$ cat src/rtl/freq_gate_sequencer_if.sv
// Handshake and measurement signals between the gate sequencer (master) and its environment:
// start request, relax/settle delay generator, measured signal and result consumer.
interface freq_gate_sequencer_if #(
  parameter int unsigned COUNT_W = 32
) ();
  logic               start;
  logic               sigIn;
  logic               relaxIn;
  logic               relaxEn;
  logic               busy;
  logic [COUNT_W-1:0] result;
  logic               resultValid;
  logic               resultReady;
  logic               overflow;
  logic               timeoutErr;

  modport master (
    input  start, sigIn, relaxIn, resultReady,
    output relaxEn, busy, result, resultValid, overflow, timeoutErr
  );

  modport slave (
    output start, sigIn, relaxIn, resultReady,
    input  relaxEn, busy, result, resultValid, overflow, timeoutErr
  );
endinterface

$ cat src/rtl/freq_gate_sequencer.sv
// Frequency-meter sequencer: requests settle from the delay generator, counts rising edges of
// an asynchronous signal over a fixed gate, then offers the count on a valid/ready output.
module freq_gate_sequencer #(
  parameter int unsigned GATE_CYCLES    = 5000000,
  parameter int unsigned TIMEOUT_CYCLES = 10000000,
  parameter int unsigned COUNT_W        = 32
) (
  input logic                   sysClk,
  input logic                   sysRst_n,
  freq_gate_sequencer_if.master bus
);

  localparam logic [31:0] GateLast    = 32'(GATE_CYCLES - 1);
  localparam logic [31:0] TimeoutLast = 32'(TIMEOUT_CYCLES - 1);

  typedef enum logic [1:0] {StIdle, StSettle, StGate, StDone} stateE;

  stateE              stateQ, stateD;
  logic               sync1Q, sync2Q, sync3Q;
  logic [31:0]        waitCntQ;
  logic [31:0]        gateCntQ;
  logic [COUNT_W-1:0] edgeCntQ;
  logic [COUNT_W-1:0] resultQ;
  logic               overflowQ;
  logic               timeoutErrQ;

  logic               sigEdge;
  logic               waitDone;
  logic               gateDone;
  logic               cntAtMax;
  logic               satHit;
  logic [COUNT_W-1:0] edgeCntNext;

  assign sigEdge  = sync2Q & ~sync3Q;
  assign waitDone = (waitCntQ == TimeoutLast);
  assign gateDone = (gateCntQ == GateLast);
  assign cntAtMax = &edgeCntQ;
  // An edge arriving at full scale is dropped and flagged rather than wrapping.
  assign satHit      = sigEdge & cntAtMax;
  assign edgeCntNext = (sigEdge && !cntAtMax) ? edgeCntQ + 1'b1 : edgeCntQ;

  always_ff @(posedge sysClk or negedge sysRst_n) begin
    if (!sysRst_n) begin
      stateQ <= StIdle;
    end else begin
      stateQ <= stateD;
    end
  end

  always_comb begin
    stateD = stateQ;
    unique case (stateQ)
      StIdle: begin
        if (bus.start) stateD = StSettle;
      end
      StSettle: begin
        if (bus.relaxIn) begin
          stateD = StGate;
        end else if (waitDone) begin
          stateD = StIdle;
        end
      end
      StGate: begin
        if (gateDone) stateD = StDone;
      end
      StDone: begin
        if (bus.resultReady) stateD = StIdle;
      end
      default: stateD = StIdle;
    endcase
  end

  always_comb begin
    bus.relaxEn     = 1'b0;
    bus.busy        = 1'b1;
    bus.resultValid = 1'b0;
    unique case (stateQ)
      StIdle:   bus.busy        = 1'b0;
      StSettle: bus.relaxEn     = 1'b1;
      StGate:   bus.relaxEn     = 1'b1;
      StDone:   bus.resultValid = 1'b1;
      default:  bus.busy        = 1'b0;
    endcase
  end

  always_ff @(posedge sysClk or negedge sysRst_n) begin
    if (!sysRst_n) begin
      sync1Q      <= 1'b0;
      sync2Q      <= 1'b0;
      sync3Q      <= 1'b0;
      waitCntQ    <= '0;
      gateCntQ    <= '0;
      edgeCntQ    <= '0;
      resultQ     <= '0;
      overflowQ   <= 1'b0;
      timeoutErrQ <= 1'b0;
    end else begin
      sync1Q <= bus.sigIn;
      sync2Q <= sync1Q;
      sync3Q <= sync2Q;
      case (stateQ)
        StIdle: begin
          if (bus.start) begin
            waitCntQ    <= '0;
            overflowQ   <= 1'b0;
            timeoutErrQ <= 1'b0;
          end
        end
        StSettle: begin
          if (bus.relaxIn) begin
            gateCntQ <= '0;
            edgeCntQ <= '0;
          end else if (waitDone) begin
            timeoutErrQ <= 1'b1;
          end else begin
            waitCntQ <= waitCntQ + 32'd1;
          end
        end
        StGate: begin
          gateCntQ <= gateCntQ + 32'd1;
          edgeCntQ <= edgeCntNext;
          if (satHit) overflowQ <= 1'b1;
          // Capture the updated count so an edge in the final gate cycle is included.
          if (gateDone) resultQ <= edgeCntNext;
        end
        default: ;
      endcase
    end
  end

  assign bus.result     = resultQ;
  assign bus.overflow   = overflowQ;
  assign bus.timeoutErr = timeoutErrQ;

endmodule

$ cat src/flat_wrapper.sv
// flat-port wrapper written by rule: the top's interface ports become plain ports
module freq_gate_sequencer_flat 
#(
  parameter int unsigned GATE_CYCLES    = 5000000,
  parameter int unsigned TIMEOUT_CYCLES = 10000000,
  parameter int unsigned COUNT_W        = 32
)
  (sysClk, sysRst_n, bus_start, bus_sigIn, bus_relaxIn, bus_resultReady, bus_relaxEn, bus_busy, bus_result, bus_resultValid, bus_overflow, bus_timeoutErr);
  freq_gate_sequencer_if #(.COUNT_W(COUNT_W)) bus_i ();
  input logic sysClk;
  input logic sysRst_n;
  input wire logic [$bits(bus_i.start)-1:0] bus_start;
  input wire logic [$bits(bus_i.sigIn)-1:0] bus_sigIn;
  input wire logic [$bits(bus_i.relaxIn)-1:0] bus_relaxIn;
  input wire logic [$bits(bus_i.resultReady)-1:0] bus_resultReady;
  output wire logic [$bits(bus_i.relaxEn)-1:0] bus_relaxEn;
  output wire logic [$bits(bus_i.busy)-1:0] bus_busy;
  output wire logic [$bits(bus_i.result)-1:0] bus_result;
  output wire logic [$bits(bus_i.resultValid)-1:0] bus_resultValid;
  output wire logic [$bits(bus_i.overflow)-1:0] bus_overflow;
  output wire logic [$bits(bus_i.timeoutErr)-1:0] bus_timeoutErr;
  assign bus_i.start = bus_start;
  assign bus_i.sigIn = bus_sigIn;
  assign bus_i.relaxIn = bus_relaxIn;
  assign bus_i.resultReady = bus_resultReady;
  assign bus_relaxEn = bus_i.relaxEn;
  assign bus_busy = bus_i.busy;
  assign bus_result = bus_i.result;
  assign bus_resultValid = bus_i.resultValid;
  assign bus_overflow = bus_i.overflow;
  assign bus_timeoutErr = bus_i.timeoutErr;
  freq_gate_sequencer #(.GATE_CYCLES(GATE_CYCLES), .TIMEOUT_CYCLES(TIMEOUT_CYCLES), .COUNT_W(COUNT_W)) u_core (.sysClk(sysClk), .sysRst_n(sysRst_n), .bus(bus_i));
endmodule
$ cat config.mk
export PLATFORM = sky130hd
export DESIGN_NAME = freq_gate_sequencer_flat
export DESIGN_NICKNAME = d
export VERILOG_FILES = /design/src/rtl/freq_gate_sequencer_if.sv /design/src/rtl/freq_gate_sequencer.sv /design/src/flat_wrapper.sv
export SDC_FILE = /design/constraint.sdc
export NUM_CORES = 1
export LEC_CHECK = 0
export CAP_MARGIN = 20
export CORE_MARGIN = 1
export CORE_UTILIZATION = 41
export CTS_CLUSTER_DIAMETER = 100
export DETAILED_ROUTE_END_ITERATION = 12
export DONT_BUFFER_PORTS = 1
export GPL_TIMING_DRIVEN = 0
export REMOVE_ABC_BUFFERS = 1
export SETUP_SLACK_MARGIN = 0.15
export SYNTH_ARGS = -nofsm -noshare
export SYNTH_HDL_FRONTEND = slang
export SYNTH_SLANG_ARGS = --single-unit
$ cat constraint.sdc
create_clock -name sysClk -period 7.4 [get_ports sysClk]
set_input_delay 1.48 -clock sysClk [delete_from_list [all_inputs] [get_ports sysClk]]
set_output_delay 1.48 -clock sysClk [all_outputs]
set_load 0.02 [all_outputs]
==> results.cfg, run 1 <==
[min_path]
min_path_type = flip-flop to flip-flop
hold_depth = 0

[sta]
rsz0062_at_grt = no
slew_violations = 0
setup_violations = 0
slew-limit-headroom = 0.389
fin_skew_ps = 5.12
tightest_slew_ps = 916
period_share = 0.410
finalSetupTns_ps = 0
timing.fmax_ghz = 0.330
hold_violations = 0
fin_crit_ps = 3030

[setup_path]
reg2regPathDepth = 8
path_max_fanout = 19
startpoint_type = flip-flop
crit_type = flip-flop to flip-flop
arrival_ps = 3400
crit_path_end_kind = flip-flop
critical_path_required_ps = 7760

[synth]
ys_ff_latch = 135
synth-compound-area-share = 0.149
yosys_warnings = 0
synth_mux_area_frac = 0.0194
synth_xor_area_frac = 0.0613
synth_enable_flop_cells = 0
synth_top_family_by_area = simple AND/OR/NAND/NOR gates
synth_fa_ha_area_frac = 0.0137
yosys-top-cells-area = dfrtp_1 (46%), nand2_1 (4.8%), nor2_1 (4.2%)
yosysSeqAreaShare = 0.463
yosysTopAreaCell = dfrtp_1
synth_area_per_cell_um2 = 9.16
netlist_area_um2 = 7290
syn_inst = 796
synth_cell_types = 66
ys_async_sr_fraction = 1.00
synth-simple-area-share = 0.262
synth_flop_cell = dfrtp_1
synth.top_cell.area_share = 0.463

[clock_tree]
clk_path_buf_depth = 2
clk_pin_slew_ps = 60
cts.sink_count = 135
clk_latency_ps = 420
postCtsSetupRepairBufs = 0
tritoncts = built
htreeDepth = 4
cts_buffers = 17
cts_root_buf = clkbuf_16
cts_resized = 0
cts-hold-fix-buffers = 0

[cells_and_area]
antennaDiodeCount = 0
syn2layout_area_growth_pct = 12.0
nNetsFinal = 797
drive_above_1_share = 0.0791
fin_util = 0.471
final_area_um2 = 8170

[floorplanning]
die_h_um = 135
rows = 48
die_w_um = 135
core_um2 = 17400
start_util = 0.420
num_io_pins = 43
dieArea_um2 = 18300

[detailed_routing]
vias_per_cell = 5.75
route.detailed.drc = 0
vias = 5872
drt_wl_total_um = 16700
drt_iter0_drc = 343
final_antenna_net_count = 0
firstDrtPassIters = 5
avgRoutedWirePerCell_um = 16.3

[job]
cap_violations = 0

[power_and_ir_drop]
p_leak_nw = 3.48
finalPower_w = 0.00210
power_density_nw_per_um2 = 257
irDropWorstVdd_uv = 187

[global_route]
grt_pass1_vias = 5594
antenna_found_initial = 0
grt_max_degree = 136
grt_pass1_wl_um = 28000
track_usage = 0.193
overflow = 0

[outcome]
status = finished clean

[place]
dpl_cell_area_um2 = 7500
routabilityCongestion = 0.810
dp.final_hpwl_um = 11200
io_buffers = 0
## cell type report
| type | count | area [um2] |
|---|---|---|
| Sequential cell | 135 | 3380 |
| Timing Repair Buffer | 7 | 111 |
| Clock inverter | 11 | 168 |
| Inverter | 11 | 41.3 |
| Tap cell | 225 | 282 |
| Fill cell | 1632 | 9190 |
| Clock buffer | 21 | 480 |
| Multi-Input combinational cell | 611 | 3710 |
## report_power, final
group | internal (W) | switching, W | leakage (nW) | total, W
Sequential | 0.000759 | 0.0000267 | 1.87 | 0.000786
Combinational | 0.000123 | 0.000269 | 1.29 | 0.000391
Clock | 0.000600 | 0.000325 | 0.316 | 0.000925
Total | 0.00148 | 0.000620 | 3.48 | 0.00210
## synthesized netlist by cell type (all sizes together), types with 8 or more instances
cell type / instances
buf: 8
nand3: 38
nor2: 82
and3: 18
inv: 11
o31ai: 10
xor2: 26
xnor2: 25
ha: 8
a21oi: 63
or4: 10
nor4b: 9
mux2i: 13
a31oi: 21
dfrtp: 135
clkbuf: 31
or3: 8
nor3: 11
nand2: 94
nand4: 32
o21ai: 44
nor4: 11
and4: 14
nand2b: 8
and2: 9
## path summary, 6_finish.rpt
kind | startpoint | to | slack, ps
max in group asynchronous | sysRst_n | u_core.gateCntQ[11] | 6460
max reg2reg | flip-flop | u_core.gateCntQ[31] | 4370
min | u_core.sync1Q | u_core.sync2Q | 360
min reg2reg | u_core.sync1Q | u_core.sync2Q | 360
max | flip-flop | u_core.gateCntQ[31] | 4370
min in group asynchronous | sysRst_n | u_core.bus.result[6] | 750
## through the flow
step	hold slack [ps]	worst slack [ps]	std cells
finish	360	4370	1021
global route	380	4150	1021
CTS	361	4350	1020
detailed placement	349	4170	988
global placement	340	3470	982
floorplan	331	4180	757
## cell usage in the layout (no fill, tap or decap), drive strengths merged, types with 18 or more instances in the layout
master | synthesis | final
a21oi | 63 | 63
a31oi | 21 | 21
and3 | 18 | 18
clkbuf | 31 | 21
dfrtp | 135 | 135
nand2 | 94 | 94
nand3 | 38 | 38
nand4 | 32 | 32
nor2 | 82 | 82
o21ai | 44 | 44
xnor2 | 25 | 25
xor2 | 26 | 26
## registers in the layout (all words and copies together), names as in the netlist, named ones only
name	count
u_core.bus.result	32
u_core.bus.overflow	1
u_core.sync2Q	1
u_core.gateCntQ	32
u_core.sync3Q	1
u_core.waitCntQ	32
u_core.edgeCntQ	32
u_core.stateQ	1
u_core.bus.timeoutErr	1
u_core.sync1Q	1
## worst max-delay path: stages, from the launching register on
cell and delay, ps:
dfrtp_1 410, inv_1 110, ha_1 630, mux2i_2 260
nor4b_4 460, nand3_1 260, nand3b_4 280, or4_1 480
nand2_1 80
## layer usage
metal / global-route usage / vias up / wire length [um]
li1: - / 2874 / -
met1: 0.250 / 2869 / 7590
met2: 0.311 / 109 / 8110
met3: 0.0415 / 20 / 621
met4: 0.0836 / 0 / 365
met5: 0 / - / 0
## cell families (layout without fill, tap and decap cells)
kind of cell / count (synthesis) / count (layout)
muxes: 14 / 14
adders and majority gates: 8 / 8
xor gates and xnor gates: 51 / 51
and+or+nand+nor: 362 / 362
AOI/OAI and AO/OA: 176 / 176
buffers and inverters: 50 / 50
DFF: 135 / 135
Power figures use the tool's default switching activity.
==> run 2, diff against run 1 <==
==> constraint.sdc (replaced) <==
create_clock -name sysClk -period 3.05 [get_ports sysClk]
set_input_delay 0.61 -clock sysClk [delete_from_list [all_inputs] [get_ports sysClk]]
set_output_delay 0.61 -clock sysClk [all_outputs]
set_load 0.02 [all_outputs]
==> run 2 against run 1 <==
The run now ends with negative hold slack left. Critical path depth decreased by 1. Sequential share of layout area decreased by 0.076 points. Sequential power up 140%. Utilization rose by 0.087 points. Power grew 140%. Fmax increased by 13%. First-iteration DRC count up 9.3%. Routed wire length hardly changed. Critical path type unchanged. Critical endpoint is now u_core.waitCntQ[30]. Largest cell class unchanged. Largest power group unchanged. Highest routed layer unchanged.
==> results.cfg, run 2 (synthesis results as in run 1) <==
[floorplanning]
rows = 48
dieArea_um2 = 18300
start_util = 0.420
core_um2 = 17400
num_io_pins = 43
die_h_um = 135
die_w_um = 135

[setup_path]
cp_slowest_cell = or4_1
critical_path_buf_inv_count = 0
startpoint_type = flip-flop
arrival_ps = 3050
path_max_fanout = 10
critical_path_required_ps = 3410
worstPathCellList = ha_1, nand3_1, or2_0, or4_1, or2_0, or3_1, nand3_1
crit_path_end_kind = flip-flop
reg2reg_slack_ps = 360
reg2regPathDepth = 7
cp_top_family = simple AND/OR/NAND/NOR gates
rr_startpoint = u_core.waitCntQ[0]
cp_slowest_stage_delay_ps = 740
crit_type = flip-flop to flip-flop
r2r-end = u_core.waitCntQ[30]

[power_and_ir_drop]
irDropWorstVdd_uv = 466
p_comb_frac = 0.188
power_density_nw_per_um2 = 626
netSwitchingPower_w = 0.00151
power_frac_seq = 0.373
intPower_w = 0.00361
clkPwrFrac = 0.439
switching_share = 0.295
p_leak_nw = 3.48

[global_route]
overflow = 0
track_usage = 0.193
grt_pass1_wl_um = 28100
antenna_found_initial = 0
grt_pass1_vias = 5630
grt_max_degree = 136

[detailed_routing]
drt_wl_total_um = 16700
route.detailed.drc = 0
vias = 5897
drt_iter0_drc = 375
avgRoutedWirePerCell_um = 16.4
firstDrtPassIters = 4
vias_per_cell = 5.78
final_antenna_net_count = 0

[clock_tree]
clk_pin_slew_ps = 60
cts.sink_count = 135
htreeDepth = 4
cts_buffers = 17
cts_root_buf = clkbuf_16
clk_latency_ps = 420
clk_path_buf_depth = 2
tritoncts = built
postCtsSetupRepairBufs = 0

[sta]
tightest_slew_ps = 919
slew_violations = 0
holdWs_ps = -118
fin_skew_ps = 4.68
hold_violations = 135
period_share = 0.882
fin_crit_ps = 2690
slew-limit-headroom = 0.387
setup_violations = 0
timing.fmax_ghz = 0.372
rsz0062_at_grt = no

[cells_and_area]
syn2layout_area_growth_pct = 12.2
layout_commonest_cell = dfrtp_1
fin_util = 0.471
antennaDiodeCount = 0
drive_above_1_share = 0.0817
fillers = 1632
layout_common_cells = dfrtp_1 (135), nand2_1 (93), nor2_1 (80), a21oi_1 (60), o21ai_0 (41)
nNetsFinal = 797

[outcome]
failed_checks = negative hold slack
status = complete, but fails checks

[place]
io_buffers = 0
routabilityCongestion = 0.810
dp.final_hpwl_um = 11200

[job]
cap_violations = 0

[min_path]
min_path_type = primary input to asynchronous set/reset pin
==> run 2: cell count changes in the layout (fill, tap and decap cells not counted) <==
cell / delta
ha_2: +1
ha_1: -2
ha_4: +1
==> run 2: what timing repair did <==
action,in CTS,in global routing
endpoints found under the setup margin,5,5
endpoints found under the hold margin,135,135
pin swaps,0,0
resized for setup,1,2
==> run 2: worst max path at each step <==
stage | startpoint | endpoint | slack (ps) | depth (start not counted)
floorplan | u_core.gateCntQ[28] | u_core.bus.result[2] | 180 | 5
global placement | u_core.stateQ[0] | u_core.edgeCntQ[1] | -870 | 6
detailed placement | flip-flop | u_core.gateCntQ[31] | 20 | 8
CTS | flip-flop | u_core.gateCntQ[31] | 250 | 8
global route | u_core.stateQ[0] | u_core.gateCntQ[31] | 200 | 8
finish | u_core.waitCntQ[0] | u_core.waitCntQ[30] | 360 | 7
==> run 2: power groups by stage <==
stage          clock network [W]  logic, W  registers [W]
6_report                 0.00225  0.000964        0.00191
5_1_grt                  0.00237   0.00107        0.00192
4_1_cts                  0.00229  0.000948        0.00191
3_5_place_dp                   0  0.000942        0.00194
3_3_place_gp                   0  0.000836        0.00193
2_1_floorplan                  0  0.000614        0.00192
==> run 2: final cells by class <==
class | count | area [um2] | share of cell area
clock buffers | 21 | 480 | 0.0587
clock inverters | 11 | 168 | 0.0205
inverters | 11 | 41.3 | 0.00505
multi-input cells | 611 | 3720 | 0.455
flip-flops and latches | 135 | 3380 | 0.413
well taps | 225 | 282 | 0.0344
repair buffers | 7 | 111 | 0.0136
==> run 2: through the flow <==
step / worst slack (ps) / power (W) / cells / instance area (um2) / setup TNS [ps]
6_report: 361 / 0.00512 / 1021 / 8180 / 0
5_1_grt: 202 / 0.00536 / 1021 / 8180 / 0
4_1_cts: 254 / 0.00514 / 1020 / 8160 / 0
3_5_place_dp: 24.8 / 0.00288 / 988 / 7500 / 0
3_3_place_gp: -872 / 0.00277 / 982 / 7390 / -38340
2_1_floorplan: 183 / 0.00254 / 757 / 7110 / 0
==> run 2: layer usage <==
layer / global-route usage / wire, um
met4: 0.0905 / 447
met3: 0.0426 / 618
met1: 0.249 / 7580
met2: 0.309 / 8050
met5: 0 / 0
